$ cat src/rtl/keypad_key_injector.sv
// keypad_key_injector
// Stands in for a 4x4 matrix keypad on the scanning side. Key codes are
// queued by a host. Each key is held pressed for HOLD_CYCLES clocks and then
// released for GAP_CYCLES clocks, so the poller sees clean press and release
// edges. While a key is pressed, the key's row line is pulled low whenever
// the poller drives that key's column low.
module keypad_key_injector #(
  parameter int FIFO_DEPTH  = 4,
  parameter int HOLD_CYCLES = 50000,
  parameter int GAP_CYCLES  = 50000,
  parameter int CNT_W       = 20
) (
  input  logic                          clk,
  input  logic                          rst_n,
  input  logic                          key_valid,
  input  logic [3:0]                    key_code,
  output logic                          key_ready,
  input  logic                          flush,
  input  logic [3:0]                    col_in,
  output logic [3:0]                    row_out,
  output logic                          busy,
  output logic [$clog2(FIFO_DEPTH):0]   fifo_count
);

  localparam int AW = $clog2(FIFO_DEPTH);
  localparam int CW = AW + 1;

  typedef enum logic [1:0] {
    IDLE,
    PRESS,
    RELEASE
  } state_t;

  // Key map: {row, col}. This table must stay identical to keypad_encoder.
  //   r0: 1 2 3 A   r1: 4 5 6 B   r2: 7 8 9 C   r3: F 0 E D
  function automatic logic [3:0] key_pos(input logic [3:0] code);
    key_pos = 4'h0;
    case (code)
      4'h1: key_pos = {2'd0, 2'd0};
      4'h2: key_pos = {2'd0, 2'd1};
      4'h3: key_pos = {2'd0, 2'd2};
      4'hA: key_pos = {2'd0, 2'd3};
      4'h4: key_pos = {2'd1, 2'd0};
      4'h5: key_pos = {2'd1, 2'd1};
      4'h6: key_pos = {2'd1, 2'd2};
      4'hB: key_pos = {2'd1, 2'd3};
      4'h7: key_pos = {2'd2, 2'd0};
      4'h8: key_pos = {2'd2, 2'd1};
      4'h9: key_pos = {2'd2, 2'd2};
      4'hC: key_pos = {2'd2, 2'd3};
      4'hF: key_pos = {2'd3, 2'd0};
      4'h0: key_pos = {2'd3, 2'd1};
      4'hE: key_pos = {2'd3, 2'd2};
      4'hD: key_pos = {2'd3, 2'd3};
      default: key_pos = 4'h0;
    endcase
  endfunction

  state_t           state_q, state_d;
  logic [CNT_W-1:0] cnt_q, cnt_d;
  logic [1:0]       act_row, act_col;

  logic [3:0]       mem [FIFO_DEPTH];
  logic [AW-1:0]    wr_ptr, rd_ptr;
  logic [CW-1:0]    count_q;
  logic             push, pop;
  logic [3:0]       head_pos;

  // The queue is full when it holds FIFO_DEPTH keys. A pop in the same cycle
  // does not free a slot for the host.
  assign key_ready  = (count_q != CW'(FIFO_DEPTH));
  assign push       = key_valid & key_ready & ~flush;
  assign pop        = (state_q == IDLE) & (count_q != '0) & ~flush;
  assign fifo_count = count_q;
  assign busy       = (state_q != IDLE) | (count_q != '0);
  assign head_pos   = key_pos(mem[rd_ptr]);

  // Queue pointers and occupancy. flush discards everything, including a
  // push in the same cycle.
  // NOTE: sequential state uses non-blocking assignments, so every flop
  // samples the pre-edge values and the order of statements does not matter.
  always_ff @(posedge clk or negedge rst_n) begin
    if (!rst_n) begin
      wr_ptr  <= '0;
      rd_ptr  <= '0;
      count_q <= '0;
    end else if (flush) begin
      wr_ptr  <= '0;
      rd_ptr  <= '0;
      count_q <= '0;
    end else begin
      if (push) wr_ptr <= wr_ptr + AW'(1);
      if (pop)  rd_ptr <= rd_ptr + AW'(1);
      if (push && !pop)      count_q <= count_q + CW'(1);
      else if (pop && !push) count_q <= count_q - CW'(1);
    end
  end

  // Queue storage. Entries are only read once the occupancy says they are valid.
  // NOTE: the storage array has no reset. The pointers and count define
  // which entries are valid, and leaving the array unreset keeps it in plain RAM.
  always_ff @(posedge clk) begin
    if (push) mem[wr_ptr] <= key_code;
  end

  // FSM state, hold/gap counter, and the decoded position of the active key.
  always_ff @(posedge clk or negedge rst_n) begin
    if (!rst_n) begin
      state_q <= IDLE;
      cnt_q   <= '0;
      act_row <= 2'd0;
      act_col <= 2'd0;
    end else begin
      state_q <= state_d;
      cnt_q   <= cnt_d;
      if (pop) begin
        act_row <= head_pos[3:2];
        act_col <= head_pos[1:0];
      end
    end
  end

  // Next-state logic: IDLE -> PRESS (HOLD_CYCLES) -> RELEASE (GAP_CYCLES) -> IDLE.
  // NOTE: every signal is assigned a default first, so no path can leave one
  // unassigned and infer a latch.
  always_comb begin
    state_d = state_q;
    cnt_d   = cnt_q;
    case (state_q)
      IDLE: begin
        if (pop) begin
          state_d = PRESS;
          cnt_d   = CNT_W'(HOLD_CYCLES - 1);
        end
      end
      PRESS: begin
        if (cnt_q == '0) begin
          state_d = RELEASE;
          cnt_d   = CNT_W'(GAP_CYCLES - 1);
        end else begin
          cnt_d = cnt_q - CNT_W'(1);
        end
      end
      RELEASE: begin
        if (cnt_q == '0) state_d = IDLE;
        else             cnt_d   = cnt_q - CNT_W'(1);
      end
      default: begin
        state_d = IDLE;
        cnt_d   = '0;
      end
    endcase
    if (flush) begin
      state_d = IDLE;
      cnt_d   = '0;
    end
  end

  // Row response: pull the active key's row low while the key is pressed
  // and its column is among the columns being driven low.
  always_comb begin
    row_out = 4'hF;
    if (state_q == PRESS && !col_in[act_col]) row_out[act_row] = 1'b0;
  end

endmodule

$ cat config.mk
export PLATFORM = sky130hd
export DESIGN_NAME = keypad_key_injector
export DESIGN_NICKNAME = d
export VERILOG_FILES = /design/src/rtl/keypad_key_injector.sv
export SDC_FILE = /design/constraint.sdc
export NUM_CORES = 1
export LEC_CHECK = 0
export BUFFER_PORTS_ARGS = -buffer_cell sky130_fd_sc_hd__buf_2
export CORE_AREA = 2 2 77 79
export DETAILED_ROUTE_END_ITERATION = 12
export DIE_AREA = 0 0 79 81
export PLACE_DENSITY = 0.75
export REMOVE_ABC_BUFFERS = 1
export SYNTH_ARGS = -nofsm -noshare
export SYNTH_HDL_FRONTEND = slang
export SYNTH_SLANG_ARGS = --single-unit
$ cat constraint.sdc
create_clock -name clk -period 2 [get_ports clk]
set_input_delay 0.4 -clock clk [delete_from_list [all_inputs] [get_ports clk]]
set_output_delay 0.4 -clock clk [all_outputs]
set_load 0.02 [all_outputs]
# Word-level counts from Yosys, hierarchy flattened
# Memory sizes are Yosys's and may differ from the RTL's. A register that Yosys moved wholly into a read port is not among the register bits.
# Cells that the tools add are included.
# classes
n_reduce_logical	17
n_eq_ne	7
order_cmp	3
n_addsub	5
bitwise	7
mux	24
# ops
op	n
two-way mux 20 bit	4
one-hot mux 20 bit (3 select lines)	1
zero test 20 bit	1
subtractor 20 x 1 -> 20 bit, second input constant	1
two-way mux 2 bit	8
!= test 3 bit, second input constant	5
two-way mux 3 bit	3
less-than comparator 2 x 3 -> 1 bit, second input constant	2
one-hot mux 2 bit (3 select lines)	1
nonzero test 2 bit	3
nonzero test 3 bit	2
adder 2 x 1 -> 2 bit, second input constant	2
bitwise AND 1 bit	4
logical AND 1 bit	4
zero test 1 bit	4
two-way mux 1 bit	4
two-way mux 4 bit	1
NOT 4 bit	1
adder 3 x 1 -> 3 bit, second input constant	1
AND reduction 3 bit	1
subtractor 3 x 1 -> 3 bit, second input constant	1
binary-select mux 1 bit (select 2 bit)	1
demux 1 bit (select 2 bit)	1
== test 2 x 1 -> 1 bit, second input constant	1
other kinds (6)	6
# word_totals
mem_bits_rw	16
in_bits	12
out_inout_bits	9
ff_bits	29
n_memories	2
wordCells	70
mem_bits_ro	64
# mem_list
name	depth	word_bits	read_ports	rd_ports_with_merged_regs	wr	line	rtl
(name not given)	16	4	1	1	0	38	case (code)
mem	4	4	1	0	1	63	logic [3:0] mem [FIFO_DEPTH];

# Logic depth before layout (Yosys ltp)
# Gate-level depths: netlist of run 1.
# logic_depth
depth_word	8
depth_mapped	9
ltp_nobuf	8

# Least setup slack after synthesis of run 1
# No wires, ideal clock.
# synth_path
path_kind	register to register
from	reg count_q[1] (netlist: fifo_count[1])
to	reg count_q[2] (netlist: fifo_count[2])
n_path_buf	1
setup_time_ns	0.132
arrival_ns	2.275
required_time_ns	1.868
path_stages_with_launch	10
setup_slack_ns	-0.407
period_less_slack_ns	2.407
cell_sequence	dfrtp_1 > or3b_2 > clkbuf_1 > nand2_1 > nor3_1 > fa_1 > a21boi_0 > o2bb2ai_1 > xnor2_1 > nor2_1
# synth_between
word_cells_on_any_way	16
cone_classes	2 x add/sub; 1 x eq/ne; 3 x mux; 4 x bitwise; 6 x reduce/logical
# synth_rtl
element	line	rtl
start, declared	65	logic [CW-1:0] count_q;
start signal, assigned	94	if (push && !pop) count_q <= count_q + CW'(1);
start signal, assigned	95	else if (pop && !push) count_q <= count_q - CW'(1);
!= test 3 bit (*)	71	assign key_ready = (count_q != CW'(FIFO_DEPTH));
via key_ready	17	output logic key_ready,
bitwise AND 1 bit (*) (2 in series)	72	assign push = key_valid & key_ready & ~flush;
logical AND 1 bit / zero test 1 bit (equally long branches)	94, 95	
two-way mux 3 bit / logical AND 1 bit (equally long branches)	94, 95	
two-way mux 3 bit / nonzero test 3 bit (equally long branches)	-	
# The timed path passes the listed nets; every way through them passes the cells marked *. The select of a mux whose other input is x is not followed.
# A chain may end at the register's enable or synchronous reset.

# Final worst setup path of run 1
# layout_path
from	reg state_q[1]
to	out row_out[0]
# layout_between
elab_chain_len	3
# layout_lines
element	line	rtl
start, declared	59	state_t state_q, state_d;
start signal, assigned	114	state_q <= state_d;
== test 2 x 1 -> 1 bit	163	if (state_q == PRESS && !col_in[act_col]) row_out[act_row] = 1'b0;
logical AND 1 bit	163	
two-way mux 4 bit	163	
end, declared	20	output logic [3:0] row_out,
# Every way passes these cells.

==> out/qor_table.md, run 1 <==
| Item | Value |
| --- | --- |
| I/O pin cnt | 21 |
| Starting DRT DRC Count | 103 |
| Worst clock skew on the final layout | 0.00621 ns |
| Required time worst endpoint | 1.60 ns |
| Avg Cell Area, Syn | 10.5 sq um |
| Largest cells by area after synthesis | sky130_fd_sc_hd__dfrtp_1 30%, sky130_fd_sc_hd__edfxtp_1 18%, sky130_fd_sc_hd__mux4_2 4.2% |
| Crit path DAT | 1.66 ns |
| Buffer type at the clock tree root | sky130_fd_sc_hd__clkbuf_8 |
| Ys Warns | 0 |
| Crit Path Max Fanout | 11 |
| Maximum number of buffers from clock root to sink | 2 |
| Pin count of the biggest net entering global routing | 34 |
| Max-slew violation count | 0 |
| Area inside the core boundary | 5680 sq um |
| Wire per inst | 14.8 microns |
| Number of buffers inserted by hold repair at cts | 0 |
| Die ar. | 6400 sq um |
| Post-synth EDFFs | 16 |
| Deepest level of the CTS H-tree | 2 |
| CTS sink count | 49 |
| Detail Placement HPWL | 4010 microns |
| Kind of critical path | flip-flop to primary output |
| Initial core utilization | 47.8% |
| Worst-case setup slack after placement | 0.0497 ns |
| Post-route fraction of the period consumed by the critical path | 103% |
| Total negative slack for setup checks | -0.111 ns |
| Vias per inst | 5.75 |
| Async set-or-reset flop fraction in the synthesized netlist | 67.3% |
| Nets | 323 |
| Initial antenna violation count | 0 |
| Fraction of layout cells with a size suffix above 1 | 30.5% |
| Via count | 2186 |
| Total chip power | 0.00417 W |
| Number of global-route vias before repair | 2050 |
| Drc violations | 0 |
| Wire length of the first global-routing pass | 9180 microns |
| Max-Cap Viols | 0 |
| Post-Syn Area | 2710 sq um |
| Pwr Density | 1280 nW/um^2 |
| Wire length after detailed routing | 5620 microns |
| Leakage | 1.29 nW |
| Width of the die | 79 microns |
| Sequential share of the synthesized area | 48.2% |
| RePlAce Congestion | 0.832 |
| Number of setup violations in the final report | 3 |
| Top flip-flop cell by instance count after synthesis | sky130_fd_sc_hd__dfrtp_1 |
| Crit start category | flip-flop |
| Antenna-violating nets left | 0 |
| Final-layout fill cell count | 489 |
| Relative slew margins | 49.8% |
| Number of synthesized register bits | 49 |
| Clock tree from TritonCTS | yes |
| Worst Hold Slack | 0.162 ns |
| Number of detailed-route iterations in the first pass | 4 |
| Failing checks | negative setup slack |
| Worst hold-check path type | input pin to asynchronous set/reset pin |
| Type of destination of the critical path | primary output |
| Number of buffers created by CTS | 5 |
| Height of the die | 81 microns |
| Antenna diode count | 0 |
| Input/output buffers | 20 |
| Area delta synth->final | 20.4% |
| Clock-pin transition on the worst setup and hold timing paths | 0.09 ns |
| Post-synthesis cell type with the largest combined area | sky130_fd_sc_hd__dfrtp_1 |
| Post-route setup slack | -0.0595 ns |
| Final hold violation count | 0 |
| Global-route total usage across every layer | 18.2% |
| Count of unique library cells instantiated by Yosys | 55 |
| Max Clock Freq | 0.486 GHz |
| Standard-cell rows | 28 |
| Clock network latency to the later pin of the worst-skew pair | 0.30 ns |
| Worst vdd rail ir drop | 0.737 mV |
| Aggregate global routing overflow | 0 |
| Minimum clock period | 2.06 ns |
| Unrepaired setup endpoints after global routing | yes |
| Synth top area share | 30.4% |
| Post-synthesis cell count | 258 |
| Run status | complete, but fails checks |
| Worst Max-Slew Pin Slew | 0.754 ns |
[critical path, cell delays in order (launching register included)]
cell,delay [ns]
sky130_fd_sc_hd__dfrtp_1,0.51
sky130_fd_sc_hd__nand2b_1,0.36
sky130_fd_sc_hd__nor3_4,0.25
sky130_fd_sc_hd__nand2b_1,0.10
sky130_fd_sc_hd__buf_6,0.14
[cell families after synthesis]
logic type | count (synthesis) | synth area share, %
simple gates | 96 | 21.1
xor+xnor | 7 | 2.26
buf+inv | 19 | 3.41
compound gates | 73 | 16.6
flops | 49 | 48.2
fa+ha+maj | 7 | 3.51
mux | 7 | 4.98
[through the flow]
step           utilization, %  instance area (sq um)  cells
4_1_cts                  55.6                   3150    378
6_report                 57.5                   3270    380
5_1_grt                  57.5                   3270    380
2_1_floorplan               -                   2650    248
3_5_place_dp             53.7                   3050    370
3_3_place_gp             53.7                   3050    370
[flip-flops by register name (all words and copies together), names as in the netlist]
name / cells
cnt_q: 20
mem: 16
fifo_count: 3
act_col: 2
act_row: 2
rd_ptr: 2
state_q: 2
wr_ptr: 2
[timing repair]
| item | 4_1_cts | 5_1_grt |
|---|---|---|
| setup endpoints to repair | 3 | 21 |
| resized for setup | 2 | 24 |
| setup buffers | 0 | 2 |
| pin swaps | 0 | 5 |
[cells in the final DEF (no fill, tap or decap), drive strengths merged, types with 4 or more instances in the layout]
cell type,n
buf,49
dfrtp,33
nor2,23
o21ai,21
a21oi,20
edfxtp,16
nand2,13
nor3,11
inv,9
a31oi,7
or3,7
nand2b,6
xnor2,6
ha,6
clkbuf,6
or4,6
mux4,5
and2,5
o31ai,5
nand3,4
[metal layers]
layer | part of all wire [%] | vias up | track usage [%]
met5 | 0 | - | 0
met4 | 1.1 | 0 | 5.86
met3 | 3.6 | 5 | 2.33
met2 | 50 | 47 | 31.8
met1 | 45 | 1075 | 23.8
li1 | - | 1059 | -
[path summary, 6_finish.rpt]
| check | startpoint | end | slack, ns | cells after the start |
|---|---|---|---|---|
| worst max register to register | cnt_q[11] | cnt_q[18] | 0.09 | 5 |
| worst max-delay path | state_q[1] | row_out[0] | -0.06 | 4 |
| max in group asynchronous | rst_n | cnt_q[11] | 1.32 | 1 |
| worst min-delay path | rst_n | cnt_q[2] | 0.16 | 1 |
| worst min register to register | act_col[1] | act_col[1] | 0.52 | 2 |
| min in group clk | key_code[0] | mem[0][0] | 0.31 | 1 |
[cell type report]
| type | count | area, sq um | share of cell area [%] |
|---|---|---|---|
| clock buffer | 6 | 82.6 | 2.53 |
| multi-input combinational | 190 | 1390 | 42.6 |
| inverter | 9 | 33.8 | 1.03 |
| tap | 75 | 93.8 | 2.87 |
| timing repair buffer | 49 | 344 | 10.5 |
| sequential | 49 | 1310 | 40.0 |
| clock inverter | 2 | 13.8 | 0.421 |
[power by group]
part / internal [W] / total (W) / switching (W) / leakage [nW]
sequential: 0.00125 / 0.00147 / 0.000214 / 0.572
combinational: 0.000966 / 0.00210 / 0.00113 / 0.671
clock: 0.000281 / 0.000601 / 0.000320 / 0.0512
[Yosys cell counts, drive strengths merged, types with 2 or more instances]
master    n
or2       3
a21oi    20
nor3b     2
clkbuf    3
o31ai     5
buf       7
a211oi    3
mux4      5
nand3b    3
nand2    13
a21o      3
nand3     4
nor4      3
ha        6
nand2b    6
mux2      2
or3       7
a31o      3
xnor2     6
dfrtp    33
o21ai    21
or4       6
nor2     23
a31oi     7
nor3     11
o2bb2ai   2
edfxtp   16
inv       9
and2      5
nand4     3
o21bai    2
(Power assumes the default switching activity.)
==> inputs of run 2 (changes only) <==
--- a/config.mk
+++ b/config.mk
@@ -8,2 +8,3 @@
 export BUFFER_PORTS_ARGS = -buffer_cell sky130_fd_sc_hd__buf_2
+export CAP_MARGIN = 15
 export CORE_AREA = 2 2 77 79
==> constraint.sdc (replaced) <==
create_clock -name clk -period 2 [get_ports clk]
set_input_delay 0.2 -clock clk [delete_from_list [all_inputs] [get_ports clk]]
set_output_delay 0.2 -clock clk [all_outputs]
set_load 0.02 [all_outputs]
==> run 2 against run 1 <==
Effect of this change: the run now ends clean; sequential power about the same; register-to-register slack hardly changed; maximum frequency up 8.2%; combinational power decreased by 4%; global-route usage increased by 0.55 points; worst hold slack lost 0.049 ns; largest cell class unchanged; largest power group unchanged; highest routed layer unchanged.
==> out/qor_table.md, run 2 (same netlist as run 1, synthesis figures left out) <==
| Item | Value | Change |
| --- | --- | --- |
| Minimum clock period | 1.90 ns | -0.157 ns |
| Relative slew margins | 50.3% | +0.54 points |
| Worst clock skew on the final layout | 0.00344 ns | -0.00276 ns |
| Post-route setup slack | 0.0972 ns | +0.157 ns |
| Worst vdd rail ir drop | 0.789 mV | +7.1% |
| Crit Path Max Fanout | 11 | unchanged |
| Antenna-violating nets left | 0 | unchanged |
| Area inside the core boundary | 5680 sq um | unchanged |
| Clock network latency to the later pin of the worst-skew pair | 0.30 ns | about the same |
| Wire per inst | 15.1 microns | +1.8% |
| RePlAce Congestion | 0.819 | -1.5% |
| Starting DRT DRC Count | 180 | +75% |
| Hold Path End | mem[0][1] |  |
| Final hold violation count | 0 | unchanged |
| I/O pin cnt | 21 | unchanged |
| Leakage | 1.25 nW | -3.1% |
| Number of detailed-route iterations in the first pass | 4 | unchanged |
| Max-Cap Viols | 0 | unchanged |
| End of the worst register-to-register path | cnt_q[11] |  |
| Number of flip-flops under the largest register name | 20 | unchanged |
| Buffer type at the clock tree root | sky130_fd_sc_hd__clkbuf_8 |  |
| Nets | 321 | -0.62% |
| Slowest cell on crit path | sky130_fd_sc_hd__or4_4 |  |
| Via count | 2204 | +0.82% |
| Run status | completed |  |
| Worst hold path depth | 1 |  |
| Worst stage delay on the critical path | 0.59 ns | +0.08 ns |
| Post-route fraction of the period consumed by the critical path | 95.1% | -7.8 points |
| Width of the die | 79 microns | unchanged |
| Top reg by flops | cnt_q |  |
| Worst Max-Slew Pin Slew | 0.745 ns | -0.00810 ns |
| Detail Placement HPWL | 4060 microns | +1.2% |
| Total chip power | 0.00407 W | -2.2% |
| Worst reg-to-reg setup slack | 0.1 ns | about the same |
| Type of destination of the critical path | flip-flop |  |
| Worst Hold Slack | 0.113 ns | -0.0492 ns |
| Maximum number of buffers from clock root to sink | 2 | unchanged |
| Antenna diode count | 0 | unchanged |
| Clock tree from TritonCTS | yes |  |
| Required time worst endpoint | 2.18 ns | +0.58 ns |
| Cell area after layout | 3190 sq um | -2.4% |
| Worst-case setup slack after placement | 0.0127 ns | -0.0370 ns |
| Unrepaired setup endpoints after global routing | yes |  |
| Clock-pin transition on the worst setup and hold timing paths | 0.09 ns | about the same |
| Max Clock Freq | 0.526 GHz | +8.2% |
| Count of non-filler cells in the finished layout | 377 | -0.79% |
| Area delta synth->final | 17.5% |  |
| Crit path DAT | 2.08 ns | +0.42 ns |
| Wire length after detailed routing | 5680 microns | +0.96% |
| Vias per inst | 5.85 | +1.6% |
| Fraction of layout cells with a size suffix above 1 | 28.1% | -2.3 points |
| Wire length of the first global-routing pass | 9480 microns | +3.2% |
| FF-to-FF path depth | 5 | unchanged |
| Post-placement cell count | 368 | -0.54% |
| Drc violations | 0 | unchanged |
| Global-route total usage across every layer | 18.8% | +0.55 points |
| Commonest non-fill, non-tap cell in the layout | sky130_fd_sc_hd__dfrtp_1 |  |
| Initial core utilization | 47.8% | unchanged |
| CTS sink count | 49 | unchanged |
| FF-to-FF Start | cnt_q[12] |  |
| Final-layout fill cell count | 514 | +5.1% |
| Aggregate global routing overflow | 0 | unchanged |
| Number of global-route vias before repair | 2120 | +3.4% |
| Worst hold-check path type | input pin to flip-flop |  |
| Critical-path cell list | or4_4 > nor3_4 > a31o_2 > a21o_2 > a21oi_1 |  |
| Deepest level of the CTS H-tree | 2 | unchanged |
| Max-slew violation count | 0 | unchanged |
| Die ar. | 6400 sq um | unchanged |
| Input/output buffers | 20 | unchanged |
| Post-Place Cell Area | 3040 sq um | -0.49% |
| Pin count of the biggest net entering global routing | 34 | unchanged |
| Most frequent cells in the layout | 31 x sky130_fd_sc_hd__dfrtp_1, 26 x sky130_fd_sc_hd__buf_4, 23 x sky130_fd_sc_hd__nor2_1, 20 x sky130_fd_sc_hd__buf_2 |  |
| Standard-cell rows | 28 | unchanged |
| Initial antenna violation count | 0 | unchanged |
| Number of buffers created by CTS | 5 | unchanged |
| Pwr Density | 1280 nW/um^2 | +0.17% |
| Kind of critical path | flip-flop to flip-flop |  |
| Number of setup violations in the final report | 0 | -3 |
| Worst hold path startpoint | key_code[1] |  |
| Crit start category | flip-flop |  |
| Height of the die | 81 microns | unchanged |
==> run 2: cell count changes in the layout (fill, tap and decap cells not counted), moves of 2 or more <==
cell                     before  now
sky130_fd_sc_hd__buf_6        5    0
sky130_fd_sc_hd__nor3_1       5    7
sky130_fd_sc_hd__buf_2       17   20
sky130_fd_sc_hd__nor3_2       4    2
==> run 2: final cells by class <==
class | instances | area (sq um) | share of cell area (%)
well taps | 75 | 93.8 | 2.94
multi-input cells | 190 | 1360 | 42.7
inverters | 9 | 33.8 | 1.06
clock inverters | 2 | 16.3 | 0.510
flip-flops and latches | 49 | 1310 | 41.1
clock buffers | 5 | 68.8 | 2.16
repair buffers | 47 | 305 | 9.58
==> run 2: report_power, final <==
part	total, W	switching [W]	leakage (nW)	internal [W]
registers	0.00150	0.000248	0.571	0.00126
logic	0.00201	0.00108	0.642	0.000926
clock network	0.000561	0.000319	0.0402	0.000241
==> run 2: stage by stage <==
step,TNS [ns],utilization (%)
after floorplan,-4.57,-
after global placement,0,53.5
after detailed placement,0,53.5
after CTS,0,55.2
after global routing,-0.0650,56.2
final,0,56.2
==> run 2: worst max-delay path by stage <==
stage                              from            end  slack, ns
final                         cnt_q[12]      cnt_q[11]        0.1
after global routing      fifo_count[1]  fifo_count[2]      -0.06
after CTS                 fifo_count[1]  fifo_count[2]      0.003
after detailed placement  fifo_count[1]  fifo_count[2]       0.01
after global placement    fifo_count[1]  fifo_count[2]       0.07
after floorplan           fifo_count[1]  fifo_count[2]      -0.29
==> run 2: critical path, delay by kind of cell (launching register included) <==
family          cells  cell delay (ns)
compound gates      3             0.54
flops               1             0.44
simple gates        2             0.79
==> run 2: metal layers <==
metal / vias to the layer above / wire length, microns / track usage (%) / share of wire, %
met5: - / 0 / 0 / 0
met1: 1080 / 2560 / 24.7 / 45
met4: 0 / 53 / 5.00 / 0.93
met2: 60 / 2830 / 32.4 / 50
met3: 5 / 233 / 3.33 / 4.1
li1: 1059 / - / - / -
==> run 2: what timing repair did <==
action                                 CTS  global route
cloned                                   0             0
setup endpoints to repair                1            22
pin swaps                                0             4
buffers inserted                         0             1
endpoints found under the hold margin   33             0
hold buffers                             1             0
gates resized for setup                  1            11
